$ cat config.mk
export PLATFORM = sky130hd
export DESIGN_NAME = spc_ctrl
export DESIGN_NICKNAME = d
export VERILOG_FILES = /design/src/rtl/spc_ctrl_pkg.sv /design/src/rtl/spc_ckpt_timer.sv /design/src/rtl/spc_ctrl.sv
export SDC_FILE = /design/constraint.sdc
export NUM_CORES = 1
export LEC_CHECK = 0
export CAP_MARGIN = 20
export CORE_AREA = 2 2 92 103
export DETAILED_ROUTE_END_ITERATION = 8
export DIE_AREA = 0 0 94 105
export PLACE_DENSITY = 0.72
export SYNTH_ARGS = -nofsm -noshare
export SYNTH_HDL_FRONTEND = slang
export SYNTH_SLANG_ARGS = --single-unit
export TNS_END_PERCENT = 20
$ cat constraint.sdc
create_clock -name clk -period 3.9 [get_ports clk]
set_input_delay 0.78 -clock clk [delete_from_list [all_inputs] [get_ports clk]]
set_output_delay 0.78 -clock clk [all_outputs]
set_load 0.02 [all_outputs]
$ cat src/rtl/spc_ctrl_pkg.sv
// spc_ctrl_pkg: shared state encoding, default parameters and PC type for the spc checkpoint sequencer.
package spc_ctrl_pkg;
  typedef enum logic [2:0] {
    RUN     = 3'd0,
    HALT    = 3'd1,
    RESTORE = 3'd2,
    RESUME  = 3'd3,
    FAIL    = 3'd4
  } state_e;
  localparam int PC_WIDTH_DEF      = 32;
  localparam int CKPT_INTERVAL_DEF = 16;
  localparam int MAX_RETRY_DEF     = 3;
  localparam int HALT_TIMEOUT_DEF  = 64;
  typedef logic [PC_WIDTH_DEF-1:0] pc_t;
endpackage

$ cat src/rtl/spc_ckpt_timer.sv
// spc_ckpt_timer: counts commits, captures the checkpoint PC and gates the spc save strobe.
module spc_ckpt_timer
  import spc_ctrl_pkg::*;
#(
  parameter int PC_WIDTH      = PC_WIDTH_DEF,
  parameter int CKPT_INTERVAL = CKPT_INTERVAL_DEF
) (
  input  logic                clk,
  input  logic                rst,
  input  logic                en,
  input  logic                error_i,
  input  logic                clr,
  input  logic                commit_i,
  input  logic [PC_WIDTH-1:0] pc_i,
  output logic                save_o,
  output logic [PC_WIDTH-1:0] pc_o
);
  localparam int CW = $clog2(CKPT_INTERVAL + 1);
  logic [CW-1:0] cnt_q, cnt_d;
  logic [PC_WIDTH-1:0] pc_q, pc_d;
  logic pend_q, pend_d, take, hit;
  // An erroring cycle neither counts its commit nor lets a pending save through.
  always_comb begin
    take   = en & ~error_i & commit_i;
    hit    = take & (cnt_q == CW'(CKPT_INTERVAL - 1));
    save_o = pend_q & en & ~error_i;
    cnt_d  = (clr | hit) ? '0 : take ? cnt_q + 1'b1 : cnt_q;
    pend_d = hit | (pend_q & ~save_o & ~(en & error_i));
    pc_d   = hit ? pc_i : pc_q;
  end
  always_ff @(posedge clk) begin
    if (rst) begin
      cnt_q  <= '0;
      pend_q <= 1'b0;
      pc_q   <= '0;
    end else begin
      cnt_q  <= cnt_d;
      pend_q <= pend_d;
      pc_q   <= pc_d;
    end
  end
  assign pc_o = pc_q;
endmodule

$ cat src/rtl/spc_ctrl.sv
// spc_ctrl: checkpoint/rollback sequencer for the saved-PC register of the lockstep core pair.
// Optional error log ports (err_pc_o, err_count_o) are built when SPC_CTRL_ERR_LOG_EN is defined.
module spc_ctrl
  import spc_ctrl_pkg::*;
#(
  parameter int PC_WIDTH      = PC_WIDTH_DEF,
  parameter int CKPT_INTERVAL = CKPT_INTERVAL_DEF,
  parameter int MAX_RETRY     = MAX_RETRY_DEF,
  parameter int HALT_TIMEOUT  = HALT_TIMEOUT_DEF
) (
  input  logic                             clk,
  input  logic                             rst,
  input  logic                             commit_i,
  input  logic [PC_WIDTH-1:0]              pc_i,
  input  logic                             error_i,
  input  logic                             halt_ack_i,
  input  logic [PC_WIDTH-1:0]              spc_q_i,
  output logic                             spc_save_o,
  output logic [PC_WIDTH-1:0]              spc_pc_o,
  output logic                             halt_req_o,
  output logic                             restore_o,
  output logic [PC_WIDTH-1:0]              restore_pc_o,
  output logic                             fail_o,
  output logic [$clog2(MAX_RETRY+1)-1:0]   retry_cnt_o,
`ifdef SPC_CTRL_ERR_LOG_EN
  output logic [PC_WIDTH-1:0]              err_pc_o,
  output logic [15:0]                      err_count_o,
`endif
  output logic [2:0]                       state_o
);
  localparam int RW = $clog2(MAX_RETRY + 1);
  localparam int TW = $clog2(HALT_TIMEOUT + 1);
  state_e state_q, state_d;
  logic [RW-1:0] retry_q, retry_d;
  logic [TW-1:0] tmo_q, tmo_d;
  logic [PC_WIDTH-1:0] rpc_q, rpc_d;
  logic clr;
  spc_ckpt_timer #(.PC_WIDTH(PC_WIDTH), .CKPT_INTERVAL(CKPT_INTERVAL)) u_timer (
    .clk      (clk),
    .rst      (rst),
    .en       (state_q == RUN),
    .error_i  (error_i),
    .clr      (clr),
    .commit_i (commit_i),
    .pc_i     (pc_i),
    .save_o   (spc_save_o),
    .pc_o     (spc_pc_o)
  );
  always_comb begin
    state_d    = state_q;
    retry_d    = retry_q;
    tmo_d      = '0;
    rpc_d      = rpc_q;
    clr        = 1'b0;
    halt_req_o = state_q inside {HALT, RESTORE, FAIL};
    restore_o  = state_q == RESTORE;
    fail_o     = state_q == FAIL;
    case (state_q)
      RUN:
        if (error_i) state_d = (retry_q == RW'(MAX_RETRY)) ? FAIL : HALT;
        else if (spc_save_o) retry_d = '0;
      HALT: begin
        tmo_d = tmo_q + 1'b1;
        if (halt_ack_i) begin
          state_d = RESTORE;
          rpc_d   = spc_q_i;
        end else if (tmo_q == TW'(HALT_TIMEOUT - 1)) state_d = FAIL;
      end
      RESTORE: begin
        retry_d = (retry_q == RW'(MAX_RETRY)) ? retry_q : retry_q + 1'b1;
        state_d = RESUME;
      end
      RESUME:
        if (!halt_ack_i) begin
          state_d = RUN;
          clr     = 1'b1;
        end
      default: state_d = FAIL;
    endcase
  end
  always_ff @(posedge clk) begin
    if (rst) begin
      state_q <= RUN;
      retry_q <= '0;
      tmo_q   <= '0;
      rpc_q   <= '0;
    end else begin
      state_q <= state_d;
      retry_q <= retry_d;
      tmo_q   <= tmo_d;
      rpc_q   <= rpc_d;
    end
  end
  assign restore_pc_o = rpc_q;
  assign retry_cnt_o  = retry_q;
  assign state_o      = state_q;
`ifdef SPC_CTRL_ERR_LOG_EN
  logic [PC_WIDTH-1:0] last_pc_q, last_pc_d, err_pc_q, err_pc_d;
  logic [15:0] err_cnt_q, err_cnt_d;
  logic acc;
  always_comb begin
    acc       = (state_q == RUN) & error_i;
    last_pc_d = ((state_q == RUN) & commit_i & ~error_i) ? pc_i : last_pc_q;
    err_pc_d  = acc ? last_pc_q : err_pc_q;
    err_cnt_d = (acc & ~&err_cnt_q) ? err_cnt_q + 1'b1 : err_cnt_q;
  end
  always_ff @(posedge clk) begin
    if (rst) begin
      last_pc_q <= '0;
      err_pc_q  <= '0;
      err_cnt_q <= '0;
    end else begin
      last_pc_q <= last_pc_d;
      err_pc_q  <= err_pc_d;
      err_cnt_q <= err_cnt_d;
    end
  end
  assign err_pc_o    = err_pc_q;
  assign err_count_o = err_cnt_q;
`endif
endmodule

### Word-level counts from Yosys, hierarchy flattened

Cells that the tools add are included.

* bits of input ports: 69
* register bits: 82
* output and inout bits: 73
* word-level logic and storage cells: 57

* reduce and logical (&&, ||, !) cells: 8
* bitwise gates (word level): 14
* equality and inequality tests: 13
* muxes and demuxes: 12
* $add $sub $neg: 3

Operator list (number)
* $mux 3: 5
* $pmux 3 s4: 1
* $ne 2x2->1 const B: 5
* $and 1x1->1: 8
* $add 7x1->7 const B: 1
* $eq 7x6->1 const B: 1
* $eq 3x2->1 const B: 2
* $mux 2: 3
* $add 5x1->5 const B: 1
* $eq 5x4->1 const B: 1
* $not 1->1: 4
* $pmux 2 s2: 1
* $reduce_and 4->1: 1
* $reduce_or 2->1: 2
* $eq 3x1->1 const B: 1
* $eq 3x3->1 const B: 1
* $logic_not 3->1: 1
* $ne 3x2->1 const B: 1
* $reduce_and 3->1: 1
* $reduce_bool 3->1: 1
* $add 2x1->2 const B: 1
* $eq 2x2->1 const B: 1
* $mux 1: 2
* $or 1x1->1: 2
* other kinds (2): 2

### Logic depth before layout (Yosys ltp)

* word-level depth: 7
* depth in mapped cells: 7
* mapped depth without buffers: 6

### Cells and area by module

Synthesis repeated with hierarchy kept, for this count alone.

* cell total of the unflattened synthesis: 388
* area, all modules: 3160.5 µm²

Modules (own cells, without submodules)
* spc_ctrl: instances 1, seq. area each 880.8 µm², area an instance 1747.9 µm², cells an instance 213
* spc_ckpt_timer: instances 1, seq. area each 760.7 µm², area an instance 1412.6 µm², cells an instance 175

### Worst setup path before layout

No wires, ideal clock.

* path kind: input port to output port
* from: input port error_i
* to: output port spc_save_o
* stages: 3
* arrival: 1.509 ns
* required time: 3.120 ns
* path buffers: 1
* path slack: 1.611 ns
* path through: nor4_4 -> clkbuf_1 -> and2_1

* longest elaborated chain between the ends: 2

RTL lines
* from (decl): RTL line spc_ctrl.sv:15 `input logic error_i,`
* $not 1->1: RTL line spc_ckpt_timer.sv:26 `save_o = pend_q & en & ~error_i;`
* $and 1x1->1: RTL line spc_ckpt_timer.sv:26
* to (decl): RTL line spc_ctrl.sv:18 `output logic spc_save_o,`

No other way between the ends.

### Worst setup path in the final report

Ends and elaborated chain as after synthesis.

==> flow_summary.json <==
{
  "largest_net_degree_at_the_start_of_global_routing": 46,
  "highest_ir_drop_seen_on_vdd_uv": 264,
  "first_pass_grt_wire_length_um": 15300,
  "synth-seq-cells": 82,
  "post_synth_num_cell_types": 39,
  "core.rowCount": 36,
  "tritoncts": "built",
  "clock_sink_count": 82,
  "hold_ws_ns": 0.455,
  "final_setup_violations": 0,
  "synthesis.area_um2": 3430,
  "die_area_um2": 9870,
  "hold_path_depth": 2,
  "die-height_um": 105,
  "synth.net_count": 476,
  "drt_wl_total_um": 9540,
  "setup_total_negative_slack_ns": 0,
  "cts.htree.levels": 3,
  "io_pins": 142,
  "met1_length_um": 3950,
  "critical_r2r_launch": "state_o[0]",
  "start_kind": "input pin",
  "worst_pin_slew_ns": 0.675,
  "place.gp.congestion": 0.736,
  "dp.final_hpwl_um": 6480,
  "clk_pin_slew_worst_paths_ns": 0.08,
  "grt_setup_unrepaired": "no",
  "floorplan.core_area_um2": 8780,
  "synth.yosys.warnings": 0,
  "run_status": "completed",
  "final_period_minus_worst_setup_slack_ns": 2.96,
  "power.combinational.fraction": 0.237,
  "route.detailed.drc": 0,
  "final-hold-violation-count": 0,
  "totalPowerFinal_w": 0.00195,
  "cts.repair.resized": 0,
  "r2r-end": "u_timer.cnt_q[4]",
  "detail_route.iter0.violations": 133,
  "internal-power_w": 0.00135,
  "synth_edf_count": 0,
  "layout-drive-gt1-share": 0.0610,
  "cts_max_path_buffers": 2,
  "worst_hold_startpoint": "restore_pc_o[1]",
  "sequentialPowerShare": 0.478,
  "max_freq_mhz": 337,
  "die_w_um": 94,
  "clock_power_share": 0.285,
  "grt.overflow.total": 0,
  "synth.yosys.seq_area_share": 0.479,
  "numCtsBuffers": 9,
  "synth_top_cell_by_area": "sky130_fd_sc_hd__dfxtp_1",
  "cts_post_setup_buffers_inserted": 0,
  "sw_frac_of_total": 0.308,
  "final_net_count": 593,
  "min_to": "restore_pc_o[1]",
  "avgViaCountPerCell": 5.31,
  "antenna_cells": 0,
  "fillerInstances": 819,
  "post_synth_main_area_contributors": "sky130_fd_sc_hd__dfxtp_1 (48%), sky130_fd_sc_hd__a21oi_1 (11%), sky130_fd_sc_hd__nand2_1 (7.6%)",
  "drv.max_cap_violation_count": 0,
  "synthToLayoutAreaGrowth_pct": 47.8,
  "topRoutingLayerUsed": "met4",
  "reg2reg_depth": 3,
  "worst_min_delay_path_class": "reg2reg",
  "antenna_found_initial": 0,
  "final.period_utilization": 0.760,
  "critical_path_arrival_ns": 2.18,
  "port_buffers": 141,
  "grt_util_all_layers": 0.187,
  "wl_met2_um": 4600,
  "crit_path_end_kind": "output pin",
  "detail_route.wl_per_cell_um": 14.9,
  "critical_path_required_ns": 3.12,
  "pre_cts_slack_ns": 0.935,
  "syn-mean-instance-area_um2": 8.51,
  "worst_slew_margin_rel": 0.550,
  "cts-root-buf": "sky130_fd_sc_hd__clkbuf_8",
  "timing.final.ws_setup_ns": 0.937,
  "detailroute.via_count": 3395,
  "area_share_of_the_largest_cell_type_after_synthesis": 0.479,
  "synth_flop_cell": "sky130_fd_sc_hd__dfxtp_1",
  "worstPathMaxFanout": 3,
  "wl_met3_um": 789,
  "worst_skew_pair.late_latency_ns": 0.34,
  "ant_nets": 0,
  "utilization": 0.577,
  "first_global_vias": 3227,
  "criticalPathCategory": "in2out",
  "power-per-cell-area_nw_per_um2": 384,
  "synth-async-reset-ratio": 0,
  "drt_pass1_iterations": 6,
  "initial_core_util": 0.390,
  "synthesis.instances": 403,
  "cts_hold_buf": 0,
  "r2r_setup_slack_ns": 1.87,
  "final-max-slew-violation-count": 0,
  "total_leakage_power_nw": 1.66,
  "netSwitchingPower_w": 0.000600,
  "skew_ns": 0.0104
}
==> worst max-delay path by stage <==
stage | from | to | cells past startpoint
after floorplan | error_i | spc_save_o | 3
after global placement | error_i | spc_save_o | 4
after detailed placement | error_i | spc_save_o | 4
after CTS | error_i | spc_save_o | 4
after global routing | error_i | spc_save_o | 4
final | error_i | spc_save_o | 4
==> synth_stat cells (2+ instances only) <==
cell type                  instances
sky130_fd_sc_hd__nand3_1           5
sky130_fd_sc_hd__dfxtp_1          82
sky130_fd_sc_hd__a21oi_1          73
sky130_fd_sc_hd__nor3b_1           3
sky130_fd_sc_hd__clkbuf_1         32
sky130_fd_sc_hd__nand2_1          69
sky130_fd_sc_hd__and3_1            2
sky130_fd_sc_hd__nand4_1          34
sky130_fd_sc_hd__buf_6             5
sky130_fd_sc_hd__nor2_1           10
sky130_fd_sc_hd__or3_1             2
sky130_fd_sc_hd__o31ai_1          31
sky130_fd_sc_hd__nor3_1            2
sky130_fd_sc_hd__xor2_1            2
sky130_fd_sc_hd__ha_1              4
sky130_fd_sc_hd__buf_2             6
sky130_fd_sc_hd__o21ai_0           7
sky130_fd_sc_hd__nor2b_1           2
sky130_fd_sc_hd__inv_1             7
sky130_fd_sc_hd__xnor2_1           2
sky130_fd_sc_hd__mux2i_1           2
sky130_fd_sc_hd__o31ai_2           4
==> sequential cells by signal, summed over array words and instances (netlist names) <==
name and flops:
u_timer.cnt_q 5, state_o 3, retry_cnt_o 2, tmo_q 7, restore_pc_o 32, u_timer.pc_o 32
u_timer.pend_q 1
==> cells in the final DEF (no fill, tap or decap), drive strengths merged, types with 9 or more instances in the layout <==
master	netlist	layout
nand2	69	69
clkbuf	32	11
buf	11	9
nand4	34	34
nor2	10	10
clkdlybuf4s50	0	140
dfxtp	82	82
a21oi	73	73
o31ai	35	35
==> layout make-up <==
cell class	count	area (µm²)	area share
clock buffers	11	151	0.0299
clock inverters	5	28.8	0.00568
inverters	7	26.3	0.00519
multi-input cells	271	1570	0.310
flip-flops and latches	82	1640	0.324
well taps	114	143	0.0281
repair buffers	149	1510	0.297
==> power groups by stage <==
stage                     clock network (W)  logic (W)  registers (W)
after floorplan                           0   0.000249       0.000969
after global placement                    0   0.000456       0.000947
after detailed placement                  0   0.000462       0.000949
after CTS                          0.000569   0.000465       0.000930
after global routing               0.000605   0.000501       0.000938
final                              0.000556   0.000461       0.000930
==> layer usage <==
metal	vias up	track usage
li1	1681	-
met1	1578	0.227
met2	120	0.309
met3	16	0.0584
met4	0	0.0683
met5	-	0
==> kinds of logic (layout without fill, tap and decap cells) <==
logic type,Yosys count,after routing,share of synthesized area
AO/OA/AOI/OAI,123,123,0.219
XOR/XNOR,4,4,0.0102
adder cells (fa/ha/maj),4,4,0.0146
buffers and inverters,50,172,0.0679
flip-flops,82,82,0.479
multiplexers,2,2,0.00584
AND/OR/NAND/NOR,138,138,0.204
==> per-stage QoR <==
step	instances	instance area (µm²)
2_1_floorplan	403	3430
3_5_place_dp	622	4860
3_3_place_gp	621	4830
4_1_cts	638	5040
6_report	639	5070
5_1_grt	639	5070
==> worst max-delay path, cell delays in order <==
cell                              delay (ns)
sky130_fd_sc_hd__clkdlybuf4s50_1        0.49
sky130_fd_sc_hd__nor4_4                 0.17
sky130_fd_sc_hd__and2_1                 0.15
sky130_fd_sc_hd__clkdlybuf4s50_1        0.59
Note: power is estimated with default switching activity, not from simulation.
